===== config.mk =====
export PLATFORM = sky130hd
export DESIGN_NAME = instr_decode
export DESIGN_NICKNAME = d
export VERILOG_FILES = /design/src/rtl/instr_decode.sv
export SDC_FILE = /design/constraint.sdc
export NUM_CORES = 1
export LEC_CHECK = 0
export CAP_MARGIN = 15
export CELL_PAD_IN_SITES_DETAIL_PLACEMENT = 1
export CELL_PAD_IN_SITES_GLOBAL_PLACEMENT = 1
export CORE_AREA = 8 8 98 100
export CTS_BUF_LIST = sky130_fd_sc_hd__clkbuf_8
export CTS_CLUSTER_DIAMETER = 50
export CTS_CLUSTER_SIZE = 40
export DETAILED_ROUTE_END_ITERATION = 6
export DIE_AREA = 0 0 106 108
export GPL_ROUTABILITY_DRIVEN = 0
export GPL_TIMING_DRIVEN = 0
export MAX_ROUTING_LAYER = met4
export PLACE_DENSITY = 0.87
export SLEW_MARGIN = 20
export SYNTH_ARGS = -nofsm -noshare
export SYNTH_HDL_FRONTEND = slang
export SYNTH_SLANG_ARGS = --single-unit

===== constraint.sdc =====
create_clock -name clk -period 3.87 [get_ports clk]
set_input_delay 1.161 -clock clk [delete_from_list [all_inputs] [get_ports clk]]
set_output_delay 1.161 -clock clk [all_outputs]
set_load 0.02 [all_outputs]

===== src/rtl/instr_decode.sv =====
// -----------------------------------------------------------------------------
// instr_decode
//
// RV32I instruction decoder for the JARVIS front end. It sits between fetch and
// register read/issue. One 32-bit instruction word is accepted every cycle.
// The compact decode is registered with one cycle of latency. There is no stall
// and no handshake.
//
// Ports:
//   clk              rising-edge clock
//   rst              asynchronous, active-high reset (all outputs -> 0)
//   instr[31:0]      instruction word, sampled every rising edge
//   op[5:0]          internal opcode (0 = INVALID)
//   rs1_v / rs1[4:0] source register 1 used / specifier (0 when unused)
//   rs2_v / rs2[4:0] source register 2 used / specifier (0 when unused)
//   rd_v  / rd[4:0]  destination written / specifier (0 when unused)
//   imm_v / imm[31:0] immediate present / decoded immediate (0 when absent)
//   load_store_instr instruction is a load or store (op 0B..12)
//
// Build option:
//   INSTR_DECODE_M_EXT_EN  when defined, decodes the M-extension multiply and
//                          divide group (op 29..30). Otherwise those encodings
//                          are INVALID.
// -----------------------------------------------------------------------------
module instr_decode (
   input  logic        clk,
   input  logic        rst,
   input  logic [31:0] instr,
   output logic [5:0]  op,
   output logic        rs1_v,
   output logic [4:0]  rs1,
   output logic        rs2_v,
   output logic [4:0]  rs2,
   output logic        rd_v,
   output logic [4:0]  rd,
   output logic        imm_v,
   output logic [31:0] imm,
   output logic        load_store_instr
);

   typedef enum logic [5:0] {
      OP_INVALID = 6'h00, OP_LUI   = 6'h01, OP_AUIPC = 6'h02, OP_JAL   = 6'h03,
      OP_JALR    = 6'h04, OP_BEQ   = 6'h05, OP_BNE   = 6'h06, OP_BLT   = 6'h07,
      OP_BGE     = 6'h08, OP_BLTU  = 6'h09, OP_BGEU  = 6'h0A, OP_LB    = 6'h0B,
      OP_LH      = 6'h0C, OP_LW    = 6'h0D, OP_LBU   = 6'h0E, OP_LHU   = 6'h0F,
      OP_SB      = 6'h10, OP_SH    = 6'h11, OP_SW    = 6'h12, OP_ADDI  = 6'h13,
      OP_SLTI    = 6'h14, OP_SLTIU = 6'h15, OP_XORI  = 6'h16, OP_ORI   = 6'h17,
      OP_ANDI    = 6'h18, OP_SLLI  = 6'h19, OP_SRLI  = 6'h1A, OP_SRAI  = 6'h1B,
      OP_ADD     = 6'h1C, OP_SUB   = 6'h1D, OP_SLL   = 6'h1E, OP_SLT   = 6'h1F,
      OP_SLTU    = 6'h20, OP_XOR   = 6'h21, OP_OR    = 6'h22, OP_AND   = 6'h23,
      OP_SRL     = 6'h24, OP_SRA   = 6'h25, OP_FENCE = 6'h26, OP_ECALL = 6'h27,
      OP_EBREAK  = 6'h28, OP_MUL   = 6'h29
   } op_e;

   // Operand format selects which fields and which immediate layout apply.
   // FMT_NONE covers INVALID and the system/fence group (no operands).
   typedef enum logic [2:0] {
      FMT_NONE, FMT_R, FMT_I, FMT_SH, FMT_S, FMT_B, FMT_U, FMT_J
   } fmt_e;

   logic [6:0] opcode;
   logic [2:0] funct3;
   logic [6:0] funct7;

   assign opcode = instr[6:0];
   assign funct3 = instr[14:12];
   assign funct7 = instr[31:25];

   // ---- stage p0: combinational decode of the incoming word ----
   op_e         op_p0;
   fmt_e        fmt_p0;
   logic        ls_p0;
   logic        rs1_v_p0, rs2_v_p0, rd_v_p0, imm_v_p0;
   logic [4:0]  rs1_p0, rs2_p0, rd_p0;
   logic [31:0] imm_p0;

   always_comb begin
      op_p0  = OP_INVALID;
      fmt_p0 = FMT_NONE;
      ls_p0  = 1'b0;
      case (opcode)
         7'b0110111: begin op_p0 = OP_LUI;   fmt_p0 = FMT_U; end
         7'b0010111: begin op_p0 = OP_AUIPC; fmt_p0 = FMT_U; end
         7'b1101111: begin op_p0 = OP_JAL;   fmt_p0 = FMT_J; end
         7'b1100111: begin
            if (funct3 == 3'b000) begin
               op_p0  = OP_JALR;
               fmt_p0 = FMT_I;
            end
         end
         7'b1100011: begin
            fmt_p0 = FMT_B;
            case (funct3)
               3'b000:  op_p0 = OP_BEQ;
               3'b001:  op_p0 = OP_BNE;
               3'b100:  op_p0 = OP_BLT;
               3'b101:  op_p0 = OP_BGE;
               3'b110:  op_p0 = OP_BLTU;
               3'b111:  op_p0 = OP_BGEU;
               default: fmt_p0 = FMT_NONE;
            endcase
         end
         7'b0000011: begin
            fmt_p0 = FMT_I;
            ls_p0  = 1'b1;
            case (funct3)
               3'b000:  op_p0 = OP_LB;
               3'b001:  op_p0 = OP_LH;
               3'b010:  op_p0 = OP_LW;
               3'b100:  op_p0 = OP_LBU;
               3'b101:  op_p0 = OP_LHU;
               default: begin fmt_p0 = FMT_NONE; ls_p0 = 1'b0; end
            endcase
         end
         7'b0100011: begin
            fmt_p0 = FMT_S;
            ls_p0  = 1'b1;
            case (funct3)
               3'b000:  op_p0 = OP_SB;
               3'b001:  op_p0 = OP_SH;
               3'b010:  op_p0 = OP_SW;
               default: begin fmt_p0 = FMT_NONE; ls_p0 = 1'b0; end
            endcase
         end
         7'b0010011: begin
            fmt_p0 = FMT_I;
            case (funct3)
               3'b000: op_p0 = OP_ADDI;
               3'b010: op_p0 = OP_SLTI;
               3'b011: op_p0 = OP_SLTIU;
               3'b100: op_p0 = OP_XORI;
               3'b110: op_p0 = OP_ORI;
               3'b111: op_p0 = OP_ANDI;
               3'b001: begin
                  if (funct7 == 7'b0000000) begin
                     op_p0  = OP_SLLI;
                     fmt_p0 = FMT_SH;
                  end else begin
                     fmt_p0 = FMT_NONE;
                  end
               end
               default: begin // 3'b101: SRLI / SRAI split on funct7
                  if (funct7 == 7'b0000000) begin
                     op_p0  = OP_SRLI;
                     fmt_p0 = FMT_SH;
                  end else if (funct7 == 7'b0100000) begin
                     op_p0  = OP_SRAI;
                     fmt_p0 = FMT_SH;
                  end else begin
                     fmt_p0 = FMT_NONE;
                  end
               end
            endcase
         end
         7'b0110011: begin
            case (funct7)
               7'b0000000: begin
                  fmt_p0 = FMT_R;
                  case (funct3)
                     3'b000:  op_p0 = OP_ADD;
                     3'b001:  op_p0 = OP_SLL;
                     3'b010:  op_p0 = OP_SLT;
                     3'b011:  op_p0 = OP_SLTU;
                     3'b100:  op_p0 = OP_XOR;
                     3'b101:  op_p0 = OP_SRL;
                     3'b110:  op_p0 = OP_OR;
                     default: op_p0 = OP_AND;
                  endcase
               end
               7'b0100000: begin
                  fmt_p0 = FMT_R;
                  case (funct3)
                     3'b000:  op_p0 = OP_SUB;
                     3'b101:  op_p0 = OP_SRA;
                     default: fmt_p0 = FMT_NONE;
                  endcase
               end
`ifdef INSTR_DECODE_M_EXT_EN
               7'b0000001: begin
                  // MUL..REMU are contiguous, ordered by funct3.
                  fmt_p0 = FMT_R;
                  op_p0  = op_e'(OP_MUL + {3'b000, funct3});
               end
`endif
               default: ;
            endcase
         end
         7'b0001111: begin
            if (funct3 == 3'b000) op_p0 = OP_FENCE;
         end
         7'b1110011: begin
            // ECALL/EBREAK differ only in imm[0]; every other field must be zero.
            if (instr[31:7] == 25'd0)
               op_p0 = OP_ECALL;
            else if (instr[31:7] == 25'h0002000)
               op_p0 = OP_EBREAK;
         end
         default: ;
      endcase
   end

   // Operand fields follow the format only; register value x0 is still valid.
   always_comb begin
      rs1_v_p0 = 1'b0;
      rs2_v_p0 = 1'b0;
      rd_v_p0  = 1'b0;
      imm_v_p0 = 1'b0;
      imm_p0   = 32'd0;
      case (fmt_p0)
         FMT_R: begin
            rs1_v_p0 = 1'b1; rs2_v_p0 = 1'b1; rd_v_p0 = 1'b1;
         end
         FMT_I: begin
            rs1_v_p0 = 1'b1; rd_v_p0 = 1'b1; imm_v_p0 = 1'b1;
            imm_p0   = {{20{instr[31]}}, instr[31:20]};
         end
         FMT_SH: begin
            rs1_v_p0 = 1'b1; rd_v_p0 = 1'b1; imm_v_p0 = 1'b1;
            imm_p0   = {27'd0, instr[24:20]};
         end
         FMT_S: begin
            rs1_v_p0 = 1'b1; rs2_v_p0 = 1'b1; imm_v_p0 = 1'b1;
            imm_p0   = {{20{instr[31]}}, instr[31:25], instr[11:7]};
         end
         FMT_B: begin
            rs1_v_p0 = 1'b1; rs2_v_p0 = 1'b1; imm_v_p0 = 1'b1;
            imm_p0   = {{19{instr[31]}}, instr[31], instr[7], instr[30:25],
                        instr[11:8], 1'b0};
         end
         FMT_U: begin
            rd_v_p0  = 1'b1; imm_v_p0 = 1'b1;
            imm_p0   = {instr[31:12], 12'd0};
         end
         FMT_J: begin
            rd_v_p0  = 1'b1; imm_v_p0 = 1'b1;
            imm_p0   = {{11{instr[31]}}, instr[31], instr[19:12], instr[20],
                        instr[30:21], 1'b0};
         end
         default: ;
      endcase
   end

   assign rs1_p0 = rs1_v_p0 ? instr[19:15] : 5'd0;
   assign rs2_p0 = rs2_v_p0 ? instr[24:20] : 5'd0;
   assign rd_p0  = rd_v_p0  ? instr[11:7]  : 5'd0;

   // ---- stage p1: registered outputs (reset value equals INVALID decode) ----
   always_ff @(posedge clk or posedge rst) begin
      if (rst) begin
         op               <= 6'd0;
         rs1_v            <= 1'b0;
         rs1              <= 5'd0;
         rs2_v            <= 1'b0;
         rs2              <= 5'd0;
         rd_v             <= 1'b0;
         rd               <= 5'd0;
         imm_v            <= 1'b0;
         imm              <= 32'd0;
         load_store_instr <= 1'b0;
      end else begin
         op               <= op_p0;
         rs1_v            <= rs1_v_p0;
         rs1              <= rs1_p0;
         rs2_v            <= rs2_v_p0;
         rs2              <= rs2_p0;
         rd_v             <= rd_v_p0;
         rd               <= rd_p0;
         imm_v            <= imm_v_p0;
         imm              <= imm_p0;
         load_store_instr <= ls_p0;
      end
   end

endmodule


==> out/metrics.yaml <==
insertedDiodeCount: 0
clock_path_buffers: 2
nNetsFinal: 448
drc_errors: 0
worst_hold_path_type: "in2async"
endpoint_kind: "flop"
rows: 33
final_cell_mix: "clkdlybuf4s50_1, dfrtp_1, a21oi_1"
cp-endpoint: "rd[0]"
grt-ovfl-total: 0
max_freq_mhz: 282
viasPerCell: 5.67
ys_seq_area_share_pct: 49.3
synthFlopType: "dfrtp_1"
antenna_found_initial: 0
initial_core_util_pct: 36.6
cp-start-kind: "input pin"
p_sw_share_pct: 28.6
seqPwrFrac_pct: 47.2
setup_viol: 0
ctsResizeCount: 0
startpoint: "instr[4]"
die_x_um: 106
final_util_pct: 51.5
final_layout_size_suffix_gt1_share_pct: 9.79
power_switching_uw: 374
syn_to_final_growth_pct: 40.9
power.internal_uw: 934
vdd_drop_max_mv: 0.136
cp.required_ps: 4060
tightest_slew_ps: 706
cts_tree: "done"
setup_tns_ps: 0
async_flop_share_pct: 100
period_needed_ps: 3550
clock_power_share_pct: 39.3
drv_slew: 0
port_buffers: 89
grt_max_degree: 59
post_synth_fa_ha_maj_area_fraction_pct: 0
wire_per_inst_um: 20.4
synth-simple-area-share_pct: 23.6
hold_buffers: 0
layout_commonest_cell: "clkdlybuf4s50_1"
core_mm2: 0.00805
synth_nets: 348
grt_usage_pct: 19.2
synth_warnings: 0
die-area_mm2: 0.0114
ant_nets: 0
maxSlewHeadroom_pct: 52.5
drt_pass1_iterations: 5
root_buffer: "clkbuf_8"
grt_pass1_wl_um: 16900
synthDistinctLibCells: 55
synth_top_family_by_area: "simple AND/OR/NAND/NOR gates"
grt_pass1_vias: 3140
path_clk_slew_ps: 70
cellLeakagePower_uw: 0.00174
synth_enable_flop_cells: 0
vias: 2971
synth_compound_area_share_pct: 22.0
hpwl_um: 8050
drtIter0Drc: 195
combPwrFrac_pct: 13.6
syn_inst: 314
synth_xor_area_share_pct: 0.297
power_density_mw_per_mm2: 315
rsz0062_at_grt: "no"
ioPinCount: 92
status: "finished clean"
path_class: "in2reg"
synth_mux_area_share_pct: 0
hold_viol_final: 0
syn_area_mm2: 0.00295
period_share_pct: 91.7
cts_buffers: 9
cap_violations: 0
cts_sinks: 58
power_uw: 1310
syn_area_per_cell_um2: 9.38
post_cts_buffers: 0
die_y_um: 108
crit_fanout: 10
ys_ff_latch: 58
wl_um: 10700
htree_levels: 3
cp_data_arrival_time_ps: 3740
## area by class of cell
cell class              count  area, um2
flip-flops and latches     58       1450
inverters                   8       32.5
clock inverters             6       41.3
clock buffers              10        138
fillers                   939       3900
multi-input cells         225       1350
repair buffers             89        891
well taps                 105        131
plain buffers              23        113
## registers in the layout, summed over array words and instances, names as in the netlist
| register | cells |
|---|---|
| imm | 32 |
| imm_v | 1 |
| rs1_v | 1 |
| rd | 5 |
| load_store_instr | 1 |
| rs1 | 5 |
| rd_v | 1 |
| rs2_v | 1 |
| op | 6 |
| rs2 | 5 |
## through the flow
stage	area, um2	worst slack (ps)	instances	hold slack (ps)
floorplan	2950	1140	314	1280
global placement	3970	137	508	1790
detailed placement	3970	83.3	508	1680
CTS	4150	333	524	1310
global route	4150	215	524	1350
finish	4150	323	524	1290
## routing by layer
metal / wire (um) / vias up / track usage, %
li1: - / 1341 / -
met1: 4710 / 1468 / 23.1
met2: 5130 / 142 / 32.1
met3: 684 / 20 / 3.69
met5: 0 / - / -
met4: 165 / 0 / 5.43
## synthesized netlist by cell type, types with 2 or more instances
library cell	n	area share [%]
buf_4	2	0.51
clkbuf_1	14	1.8
buf_2	3	0.51
o21ai_1	26	4.4
nor2b_1	13	2.8
nand3_1	14	2.4
and2_1	4	0.85
dfrtp_1	58	49
or3_1	2	0.42
a21oi_1	29	4.9
buf_1	2	0.25
a21o_1	2	0.51
nor3_1	9	1.5
nor3b_1	2	0.51
o211ai_1	5	1.3
buf_6	2	0.76
nor4_1	3	0.64
o22ai_1	5	1.1
nor4b_1	2	0.59
and4_1	2	0.59
a211oi_1	2	0.51
nand4_1	7	1.5
o21ai_0	8	1.4
a21oi_2	7	2.1
and3b_1	2	0.59
a22o_1	5	1.5
nand2b_1	6	1.3
nor2_1	16	2.0
nand2_1	24	3.1
inv_1	8	1.0
a31oi_1	5	1.1
or2_2	2	0.42
## worst min path at each step
stage	endpoint	slack [ps]	depth (start not counted)
CTS	imm[24]	1310	2
finish	imm[24]	1290	2
floorplan	imm[5]	1280	2
global route	imm[24]	1350	2
global placement	rs1[2]	1790	3
detailed placement	imm[24]	1680	2
## power by group through the flow
stage                     clock [uW]  sequential [uW]  combinational, uW
after detailed placement           0              629                175
after global placement             0              629                169
after CTS                        516              617                177
after floorplan                    0              640               72.2
after global routing             543              618                190
final                            514              617                178
## cells by family (layout without fill, tap and decap cells)
logic type | Yosys count | after routing
xor gates and xnor gates | 1 | 1
and+or+nand+nor | 120 | 120
buffers and inverters | 31 | 136
AOI/OAI and AO/OA | 104 | 104
DFF | 58 | 58
## critical path, stage by stage
cell and delay (ps):
clkdlybuf4s50_1 470, clkbuf_1 380, nand3b_1 260, nor2_1 140
or2_2 290, clkbuf_1 240, nor4_2 660, nor2b_1 130
No activity file was read; power rests on OpenSTA's default activity.
